<file path="src/rtl/stack_binop_seq_pkg.sv">
// Shared type tags and trap codes for the operand-stack binary-op sequencer.
package stack_binop_seq_pkg;

  localparam int VAL_W  = 64;
  localparam int OP_W   = 8;
  localparam int TYPE_W = 2;
  localparam int TRAP_W = 3;

  typedef enum logic [TYPE_W-1:0] {
    TY_I32 = 2'd0,
    TY_I64 = 2'd1,
    TY_F32 = 2'd2,
    TY_F64 = 2'd3
  } val_type_e;

  typedef enum logic [TRAP_W-1:0] {
    TRAP_NONE          = 3'd0,
    TRAP_UNDERFLOW     = 3'd1,
    TRAP_OVERFLOW      = 3'd2,
    TRAP_TYPE_MISMATCH = 3'd3,
    TRAP_ALU           = 3'd4,
    TRAP_TIMEOUT       = 3'd5
  } trap_e;

endpackage

</file>
<file path="src/rtl/stack_binop_seq.sv">
// Binary-op sequencer: owns the stack pointer, pushes constants, pops b then a,
// type-checks, runs the ALU handshake and writes the result back; traps are sticky.
module stack_binop_seq
  import stack_binop_seq_pkg::*;
#(
  parameter int STACK_ADDR  = 4,
  parameter int ALU_TIMEOUT = 16
) (
  input  logic                    clk,
  input  logic                    reset,
  input  logic                    push_valid,
  input  logic [VAL_W-1:0]        push_data,
  input  logic [TYPE_W-1:0]       push_type,
  input  logic                    op_valid,
  output logic                    op_ready,
  input  logic [OP_W-1:0]         op_code,
  input  logic [TYPE_W-1:0]       op_type,
  output logic [STACK_ADDR-1:0]   stk_addr,
  output logic                    stk_we,
  output logic [VAL_W-1:0]        stk_wdata,
  output logic [TYPE_W-1:0]       stk_wtype,
  input  logic [VAL_W-1:0]        stk_rdata,
  input  logic [TYPE_W-1:0]       stk_rtype,
  output logic                    alu_start,
  output logic [OP_W-1:0]         alu_op,
  output logic [VAL_W-1:0]        alu_a,
  output logic [VAL_W-1:0]        alu_b,
  input  logic                    alu_done,
  input  logic [VAL_W-1:0]        alu_result,
  input  logic                    alu_trap,
  output logic                    done,
  output logic [VAL_W-1:0]        result,
  output logic [TYPE_W-1:0]       result_type,
  output logic                    result_empty,
  output logic [STACK_ADDR:0]     sp,
  output logic [TRAP_W-1:0]       trap
);

  localparam int SP_W  = STACK_ADDR + 1;
  localparam int CNT_W = $clog2(ALU_TIMEOUT + 1);
  localparam logic [SP_W-1:0]  SP_FULL  = {1'b1, {STACK_ADDR{1'b0}}};
  localparam logic [CNT_W-1:0] CNT_LAST = CNT_W'(ALU_TIMEOUT - 1);

  typedef enum logic [2:0] {
    S_IDLE,
    S_RD_B,
    S_RD_A,
    S_CHK,
    S_EXEC,
    S_WAIT,
    S_WB,
    S_TRAP
  } state_e;

  // Control state (reset)
  state_e              state_q, state_d;
  logic [SP_W-1:0]     sp_q, sp_d;
  trap_e               trap_q, trap_d;
  logic [VAL_W-1:0]    result_q, result_d;
  logic [TYPE_W-1:0]   rtype_q, rtype_d;
  logic [CNT_W-1:0]    cnt_q, cnt_d;

  // Datapath holding registers (no reset)
  logic [OP_W-1:0]     op_q, op_d;
  logic [TYPE_W-1:0]   optype_q, optype_d;
  logic [VAL_W-1:0]    a_q, a_d;
  logic [VAL_W-1:0]    b_q, b_d;
  logic [TYPE_W-1:0]   btype_q, btype_d;
  logic [VAL_W-1:0]    wb_q, wb_d;

  logic [STACK_ADDR-1:0] top_addr;
  assign top_addr = sp_q[STACK_ADDR-1:0];

  always_ff @(posedge clk) begin
    if (reset) begin
      state_q  <= S_IDLE;
      sp_q     <= '0;
      trap_q   <= TRAP_NONE;
      result_q <= '0;
      rtype_q  <= TY_I32;
      cnt_q    <= '0;
    end else begin
      state_q  <= state_d;
      sp_q     <= sp_d;
      trap_q   <= trap_d;
      result_q <= result_d;
      rtype_q  <= rtype_d;
      cnt_q    <= cnt_d;
    end
  end

  always_ff @(posedge clk) begin
    op_q     <= op_d;
    optype_q <= optype_d;
    a_q      <= a_d;
    b_q      <= b_d;
    btype_q  <= btype_d;
    wb_q     <= wb_d;
  end

  always_comb begin
    state_d   = state_q;
    sp_d      = sp_q;
    trap_d    = trap_q;
    result_d  = result_q;
    rtype_d   = rtype_q;
    cnt_d     = cnt_q;
    op_d      = op_q;
    optype_d  = optype_q;
    a_d       = a_q;
    b_d       = b_q;
    btype_d   = btype_q;
    wb_d      = wb_q;
    stk_addr  = top_addr;
    stk_we    = 1'b0;
    stk_wdata = '0;
    stk_wtype = '0;
    alu_start = 1'b0;
    done      = 1'b0;

    case (state_q)
      S_IDLE: begin
        if (push_valid) begin
          if (sp_q == SP_FULL) begin
            trap_d  = TRAP_OVERFLOW;
            state_d = S_TRAP;
          end else begin
            stk_we    = 1'b1;
            stk_addr  = top_addr;
            stk_wdata = push_data;
            stk_wtype = push_type;
            sp_d      = sp_q + SP_W'(1);
            result_d  = push_data;
            rtype_d   = push_type;
            done      = 1'b1;
          end
        end else if (op_valid) begin
          if (sp_q < SP_W'(2)) begin
            trap_d  = TRAP_UNDERFLOW;
            state_d = S_TRAP;
          end else begin
            op_d     = op_code;
            optype_d = op_type;
            state_d  = S_RD_B;
          end
        end
      end

      S_RD_B: begin
        stk_addr = top_addr - STACK_ADDR'(1);
        state_d  = S_RD_A;
      end

      // Read data for b arrives now; issue the read for a.
      S_RD_A: begin
        b_d      = stk_rdata;
        btype_d  = stk_rtype;
        stk_addr = top_addr - STACK_ADDR'(2);
        state_d  = S_CHK;
      end

      // a is latched even on a mismatch so alu_a/alu_b always reflect the last pop.
      S_CHK: begin
        a_d = stk_rdata;
        if ((stk_rtype != optype_q) || (btype_q != optype_q)) begin
          trap_d  = TRAP_TYPE_MISMATCH;
          state_d = S_TRAP;
        end else begin
          state_d = S_EXEC;
        end
      end

      S_EXEC: begin
        alu_start = 1'b1;
        cnt_d     = CNT_W'(1);
        state_d   = S_WAIT;
      end

      // cnt_q counts cycles since alu_start; trap lands ALU_TIMEOUT cycles after it.
      S_WAIT: begin
        if (alu_done) begin
          if (alu_trap) begin
            trap_d  = TRAP_ALU;
            state_d = S_TRAP;
          end else begin
            wb_d    = alu_result;
            state_d = S_WB;
          end
        end else if (cnt_q == CNT_LAST) begin
          trap_d  = TRAP_TIMEOUT;
          state_d = S_TRAP;
        end else begin
          cnt_d = cnt_q + CNT_W'(1);
        end
      end

      S_WB: begin
        stk_we    = 1'b1;
        stk_addr  = top_addr - STACK_ADDR'(2);
        stk_wdata = wb_q;
        stk_wtype = optype_q;
        sp_d      = sp_q - SP_W'(1);
        result_d  = wb_q;
        rtype_d   = optype_q;
        done      = 1'b1;
        state_d   = S_IDLE;
      end

      S_TRAP: state_d = S_TRAP;

      default: state_d = S_IDLE;
    endcase

    // Reset aborts any in-flight write or strobe in the same cycle.
    if (reset) begin
      stk_we    = 1'b0;
      alu_start = 1'b0;
      done      = 1'b0;
    end
  end

  assign op_ready     = (state_q == S_IDLE) && !push_valid && (trap_q == TRAP_NONE);
  assign alu_op       = op_q;
  assign alu_a        = a_q;
  assign alu_b        = b_q;
  assign result       = result_q;
  assign result_type  = rtype_q;
  assign result_empty = (sp_q == '0);
  assign sp           = sp_q;
  assign trap         = trap_q;

endmodule
</file>
<file path="config.mk">
export PLATFORM = sky130hd
export DESIGN_NAME = stack_binop_seq
export DESIGN_NICKNAME = d
export VERILOG_FILES = /design/src/rtl/stack_binop_seq_pkg.sv /design/src/rtl/stack_binop_seq.sv
export SDC_FILE = /design/constraint.sdc
export NUM_CORES = 1
export LEC_CHECK = 0
export ABC_CLOCK_PERIOD_IN_PS = 5740
export CAP_MARGIN = 15
export CORE_AREA = 3 3 192 194
export DETAILED_ROUTE_END_ITERATION = 8
export DIE_AREA = 0 0 195 197
export PLACE_DENSITY = 0.65
export SLEW_MARGIN = 10
export SYNTH_ARGS = -nofsm -noshare
export SYNTH_HDL_FRONTEND = slang
export SYNTH_SLANG_ARGS = --single-unit
</file>
<file path="constraint.sdc">
create_clock -name clk -period 5.74 [get_ports clk]
set_input_delay 1.148 -clock clk [delete_from_list [all_inputs] [get_ports clk]]
set_output_delay 1.148 -clock clk [all_outputs]
set_load 0.1 [all_outputs]
</file>
==> impl_results.md <==
* RSZ-0062 raised after global routing: false
* Number of global-route vias before repair at 7758
* Initial DRC count at 356
* Die area at 0.0384 mm^2
* First-pass GRT wire length at 52100 um
* Hold Crit Start: result[29]
* Crit path DAT at 3.79 ns
* Sequential area share after synthesis at 78.4%
* WP data required at 4.59 ns
* Pre-CTS WS at 0.854 ns
* Die Y at 197 um
* Synthesis-to-finish area growth at 63.7%
* Peak Freq at 0.203 GHz
* Crit path max-delay family: buffers and inverters
* Hold WS at 0.484 ns
* Finished Layout Cells at 1635
* Tmin final at 4.94 ns
* Pre-antenna DRT Iters at 4
* Reg2reg start: state_q[1]
* Gate Count Post-Synth at 651
* M2 GR Usage at 34.2%
* R2R Setup Slk at 2.79 ns
* Post-synth EDFFs at 204
* Crit Path Class: input port to output pin
* Buf+Inv Stages, Crit Path at 3
* CP startpoint kind: input port
* Total negative slack at 0 ns
* Syn_area_per_cell at 15.2 um^2
* Width of the die at 195 um
* Grt met1 use at 18.0%
* Reg2reg end: sp[4]
* Hold Vio Cnt, Final at 0
* CTS Hold Buffers Added at 0
* CTS sink count at 286
* Final setup violation count at 0
* Initial antenna violation count at 13
* Final wirelength at 37300 um
* Rows at 69
* Maxcap violations at 0
* Worst Hold Depth at 2
* Asr flop ratio synth at 0%
* CTS root buffer: clkbuf_16
* Slew of the pin with the lowest slew margin at 1.13 ns
* Num ports at 497
* Synth Warn # at 0
* Crit. End Element: output pin
* Mapped Nets at 870
* Drt via density at 4.60
* Resize count post-CTS at 0
* Overflow after GRT at 0
* Cell area after synthesis at 0.00990 mm^2
* Final ANT Viol Nets at 0
* Worst hold path class: register to register
* Post-placement cell count at 1578
* Worst ir drop on vdd at 0.519 mV
* WHS Endpoint: result[29]
* Total power divided by cell area at 656 mW/mm^2
* RD Place Congestion at 0.951
* Initial Utilization at 28.0%
* Setup bufs post-CTS at 0
* CTS tree: yes
* Critical path peak fanout at 25
* Most Used Layer, Global Route: met2
* WL/cell at 22.8 um
* Final Max Slew Viols at 0
* Vias at 7527
* IO Port Bufs at 496
* Worst-path clk slew at 0.05 ns
* CP dominant cell by count: buf_4
* Core Area at 0.0354 mm^2
* Post-DP HPWL at 28300 um
* Layout cells sized above 1 at 11.3%
* Clk buf depth at 3
* Critical path depth in cells at 6
* Final WS setup at 0.802 ns
* R2R cell count at 7
* Post-synth cell types at 43
* Leakage Power at 5.80 nW
* # nets final at 1369
* Crit-path max cell delay at 0.63 ns
* Synthesized flop and latch total at 286
* Critical-path cell list: clkdlybuf4s50_1, or4b_4, a31oi_4, buf_4, a22o_1, buf_4
* Final Cycle Share at 86.0%
* TritonCTS Buffers at 31
* DRC violations left at 0
* Synth Flop Type: edfxtp_1
* Met3 GRT Util at 7.97%
* Worst-path cell with the longest stage delay: clkdlybuf4s50_1
* Relative slew slack at 25.0%
* Status: finished, final reports clean
* H-tree lvl count at 1
* Clock latency at the later pin of the worst-skew pair at 0.55 ns
* Worst clock skew at 0.00994 ns
* All-Layer GR Usage at 18.3%
* Largest net degree at the start of global routing at 72
## cell usage in the layout (no fill, tap or decap), types with 4 or more instances in the layout
cell type and count:
inv_1 6, xnor2_1 8, o21ai_0 11, a22o_1 66
nor2_1 82, edfxtp_1 204, dfxtp_1 82, clkbuf_1 5
clkdlybuf4s50_1 425, nor3_1 9, nand2b_1 5, clkinv_1 6
clkinv_2 6, ha_1 7, buf_4 75, nand2_1 10
clkbuf_16 31, nor2b_1 4, a21oi_1 75
## area by class of cell
cell class	instances	area, um^2
Fill cell	3216	19200
Inverter	6	22.5
Timing Repair Buffer	503	4880
Antenna cell	1	2.50
Sequential cell	286	7770
Multi-Input combinational cell	322	1990
Clock inverter	20	184
Tap cell	461	577
Clock buffer	36	795
## synth_stat cells (2+ instances only)
| library cell | instances | area, um^2 |
|---|---|---|
| a22o_1 | 66 | 578 |
| nand2b_1 | 5 | 31.3 |
| xor2_1 | 3 | 26.3 |
| xnor2_1 | 8 | 70.1 |
| nor2b_1 | 5 | 31.3 |
| inv_1 | 6 | 22.5 |
| nor3_1 | 10 | 50.1 |
| or3_1 | 3 | 18.8 |
| nor3b_1 | 2 | 15.0 |
| or4_1 | 2 | 15.0 |
| a21oi_1 | 75 | 375 |
| dfxtp_1 | 82 | 1640 |
| buf_2 | 9 | 45.0 |
| a31oi_1 | 2 | 12.5 |
| a2111oi_0 | 2 | 17.5 |
| o21ai_0 | 11 | 55.1 |
| edfxtp_1 | 204 | 6130 |
| buf_4 | 2 | 15.0 |
| nand2_1 | 10 | 37.5 |
| clkbuf_1 | 22 | 82.6 |
| a211oi_1 | 3 | 22.5 |
| nand3b_1 | 2 | 15.0 |
| nand4_1 | 2 | 12.5 |
| nor4_1 | 2 | 12.5 |
| nor2_1 | 83 | 312 |
| and3_1 | 3 | 18.8 |
| nand3_1 | 2 | 10.0 |
| ha_1 | 7 | 87.6 |
| buf_1 | 4 | 15.0 |
## through the flow
stage	utilization [%]	instance area (um^2)	total power [mW]
floorplan	-	9900	7.31
global placement	43.0	15200	8.75
detailed placement	43.0	15200	8.76
CTS	45.8	16200	10.7
global route	45.8	16200	11.0
finish	45.8	16200	10.6
## registers in the layout, summed over array words and instances (netlist names), named ones only
name and flops:
alu_a 64, result_type 2, cnt_q 5, optype_q 2, sp 5, alu_op 8, alu_b 64, state_q 2
trap 3, btype_q 2, wb_q 64, result 64
## per-layer routing
layer / wire (um) / vias to the layer above
met5: 103 / -
li1: - / 3468
met3: 4130 / 84
met2: 19500 / 402
met1: 12200 / 3553
met4: 1340 / 20
## worst max path at each step
stage               startpoint             to
finish              push_valid  stk_wdata[21]
global route        push_valid  stk_wdata[17]
CTS                 push_valid  stk_wdata[21]
detailed placement  push_valid  stk_wdata[21]
global placement    push_valid  stk_wdata[21]
floorplan                sp[1]    stk_addr[1]
## worst reg2reg max path, stage by stage, from the launching register on
cell and delay [ns]:
dfxtp_1 0.76, and3b_4 0.97, xnor2_1 0.19, ha_1 0.26, nor3_1 0.29, o2bb2ai_1 0.17
xnor2_1 0.13, nor2_1 0.05
## power breakdown
part / switching, mW / internal [mW]
sequential: 0.220 / 2.64
combinational: 4.63 / 1.21
clock: 0.810 / 1.12
total: 5.66 / 4.97
## logic make-up (layout without fill, tap and decap cells)
| logic type | after synthesis | after routing | synth area share [%] |
|---|---|---|---|
| adder cells (fa/ha/maj) | 7 | 7 | 0.884 |
| multiplexers | 1 | 1 | 0.101 |
| XOR/XNOR | 11 | 11 | 0.973 |
| buffers and inverters | 43 | 565 | 1.82 |
| AO/OA/AOI/OAI | 167 | 167 | 11.5 |
| other | 0 | 1 | 0 |
| flip-flops | 286 | 286 | 78.4 |
| AND/OR/NAND/NOR | 136 | 136 | 6.29 |
Power figures use the tool's default switching activity.
==> variant (same settings) <==
Re-encode `state_e` (8 states) as Gray code, 3 bits wide.
--- a/src/rtl/stack_binop_seq.sv
+++ b/src/rtl/stack_binop_seq.sv
@@ -43,12 +43,12 @@
 
   typedef enum logic [2:0] {
-    S_IDLE,
-    S_RD_B,
-    S_RD_A,
-    S_CHK,
-    S_EXEC,
-    S_WAIT,
-    S_WB,
-    S_TRAP
+    S_IDLE = 3'b000,
+    S_RD_B = 3'b001,
+    S_RD_A = 3'b011,
+    S_CHK  = 3'b010,
+    S_EXEC = 3'b110,
+    S_WAIT = 3'b111,
+    S_WB   = 3'b101,
+    S_TRAP = 3'b100
   } state_e;
 
Behaviour: no difference found for any inputs over 4 cycles, from zero or initial values and one cycle with reset high; so few cycles prove little.
==> variant against the unedited design <==
Utilization rose by 1.3 points; setup slack improved by 0.17 ns; final area rose by 2.7%; critical endpoint is now stk_wdata[34]; via count rose by 3.3%; non-clock buffer count rose by 1; sequential cell count did not move; die area did not move; sequential share of layout area fell by 1.3 points; wire length fell by 4.4%; synthesized area rose by 4.9%.
Power is not compared: it rests on default switching activity, and its combinational part moved more than twofold at a synthesized area within 25%.
==> variant: results <==
[sta]
hold_viol = 0
tightest_slew_ns = 1.06
clock_skew_ns = 0.00917

[cts]
clk_pin_slew_ns = 0.06
ctsLongestPathBuffers = 3
postCtsSetupRepairBufs = 0
cts_buffers = 31
insertion_delay_ns = 0.57
post_cts_resized = 0
cts-root-buf = clkbuf_16
h-tree-depth = 1

[yosys]
ys.flop_type = edfxtp_1
synth_cell_types = 54
synthTopCellsByCount = 204 x edfxtp_1, 82 x dfxtp_1, 76 x nand2_1
synth_edf_count = 204
synthArstFlopShare_pct = 0
synth_area_leaders = edfxtp_1 59%, dfxtp_1 16%, a21oi_1 3.6%, a22oi_2 3.5%, nand2_1 2.7%
yosys_warnings = 0
ys_seq_area_share_pct = 74.8
synth_nets = 944

[hold_path]
hold_class = flip-flop to flip-flop
min_to = result[17]
min_path_cells = 2
hold_start = result[17]

[worst_setup_path]
reg2reg_to = sp[4]
crit_fanout = 41
cp_data_arrival_time_ns = 3.62
r2r-start = state_q[0]
rr_worst_depth = 7
reg2reg_slack_ns = 2.56

[place]
hpwl_um = 26400
io_buffers = 496
gp_congestion = 0.830
dp_slack_ns = 0.974

[global_route]
grt_pass1_wl_um = 50200
grt_max_degree = 86
track_usage_pct = 17.2
antenna_found_initial = 5
grt_pass1_vias = 7956

[route]
dr.first_iter.drc_count = 314
drtPass1Iterations = 5
viasPerCell = 4.55
drt_wl_total_um = 35600
drtAntennaViolNets = 0

[power]
irDropWorstVdd_mv = 0.236
p_leak_nw = 6.22
switching_share_pct = 32.3

[cells_and_area]
drive_above_1_share_pct = 13.8
nFillCells = 3208
fin_nets = 1439

[status]
status = completed
[variant: changes by cell type after synthesis, sizes merged, moves of 66 or more]
cell,change
nor2,-71
inv,+67
a22o,-66
a22oi,+66
nand2,+66
[variant: power by group through the flow]
stage / clock network, mW / registers (mW) / logic [mW]
after floorplan: 0 / 2.67 / 0.540
after global placement: 0 / 2.34 / 1.25
after detailed placement: 0 / 2.34 / 1.26
after CTS: 2.00 / 2.30 / 1.26
after global routing: 2.09 / 2.30 / 1.29
final: 1.94 / 2.30 / 1.25
[variant: logic make-up after synthesis]
| kind of cell | after synthesis | synth area share (%) |
|---|---|---|
| compound gates | 164 | 11.7 |
| xor+xnor | 6 | 0.506 |
| fa+ha+maj | 7 | 0.843 |
| buf+inv | 115 | 4.89 |
| flops | 286 | 74.8 |
| mux | 6 | 0.614 |
| simple gates | 141 | 6.66 |
[variant: final cells by class]
cell class | count | area share [%]
Antenna cell | 4 | 0.0601
Clock buffer | 43 | 5.05
Clock inverter | 15 | 0.894
Inverter | 73 | 1.65
Multi-Input combinational cell | 324 | 12.9
Sequential cell | 286 | 46.6
Tap cell | 461 | 3.46
Timing Repair Buffer | 504 | 29.3
[variant: worst max path at each step]
stage	slack, ns	startpoint	depth (start not counted)	end
finish	0.97	push_valid	7	stk_wdata[34]
global route	0.82	push_valid	7	stk_wdata[51]
CTS	0.97	push_valid	7	stk_wdata[34]
detailed placement	0.97	push_valid	7	stk_wdata[34]
global placement	1.04	push_valid	7	stk_wdata[51]
floorplan	0.19	push_valid	2	op_ready
[variant: per-stage QoR]
| stage | cell area, um2 | total power, mW | hold slack (ns) | cells |
|---|---|---|---|---|
| 2_1_floorplan | 10400 | 3.21 | 0.460 | 725 |
| 3_3_place_gp | 15600 | 3.59 | 0.442 | 1647 |
| 3_5_place_dp | 15600 | 3.60 | 0.448 | 1647 |
| 4_1_cts | 16600 | 5.56 | 0.456 | 1705 |
| 5_1_grt | 16700 | 5.68 | 0.476 | 1709 |
| 6_report | 16700 | 5.49 | 0.453 | 1710 |
[variant: routing by layer]
layer | vias to the layer above | part of all wire [%] | GRT usage (%)
li1 | 3636 | - | -
met1 | 3649 | 35 | 18.3
met2 | 435 | 51 | 31.2
met3 | 56 | 11 | 6.80
met4 | 2 | 3.0 | 5.89
met5 | - | 0.037 | 0
[variant: worst max-delay path: stages]
cell	delay, ns
clkdlybuf4s50_1	0.60
nor4b_4	0.45
and2_4	0.53
buf_12	0.31
a22oi_1	0.14
inv_1	0.10
buf_4	0.29
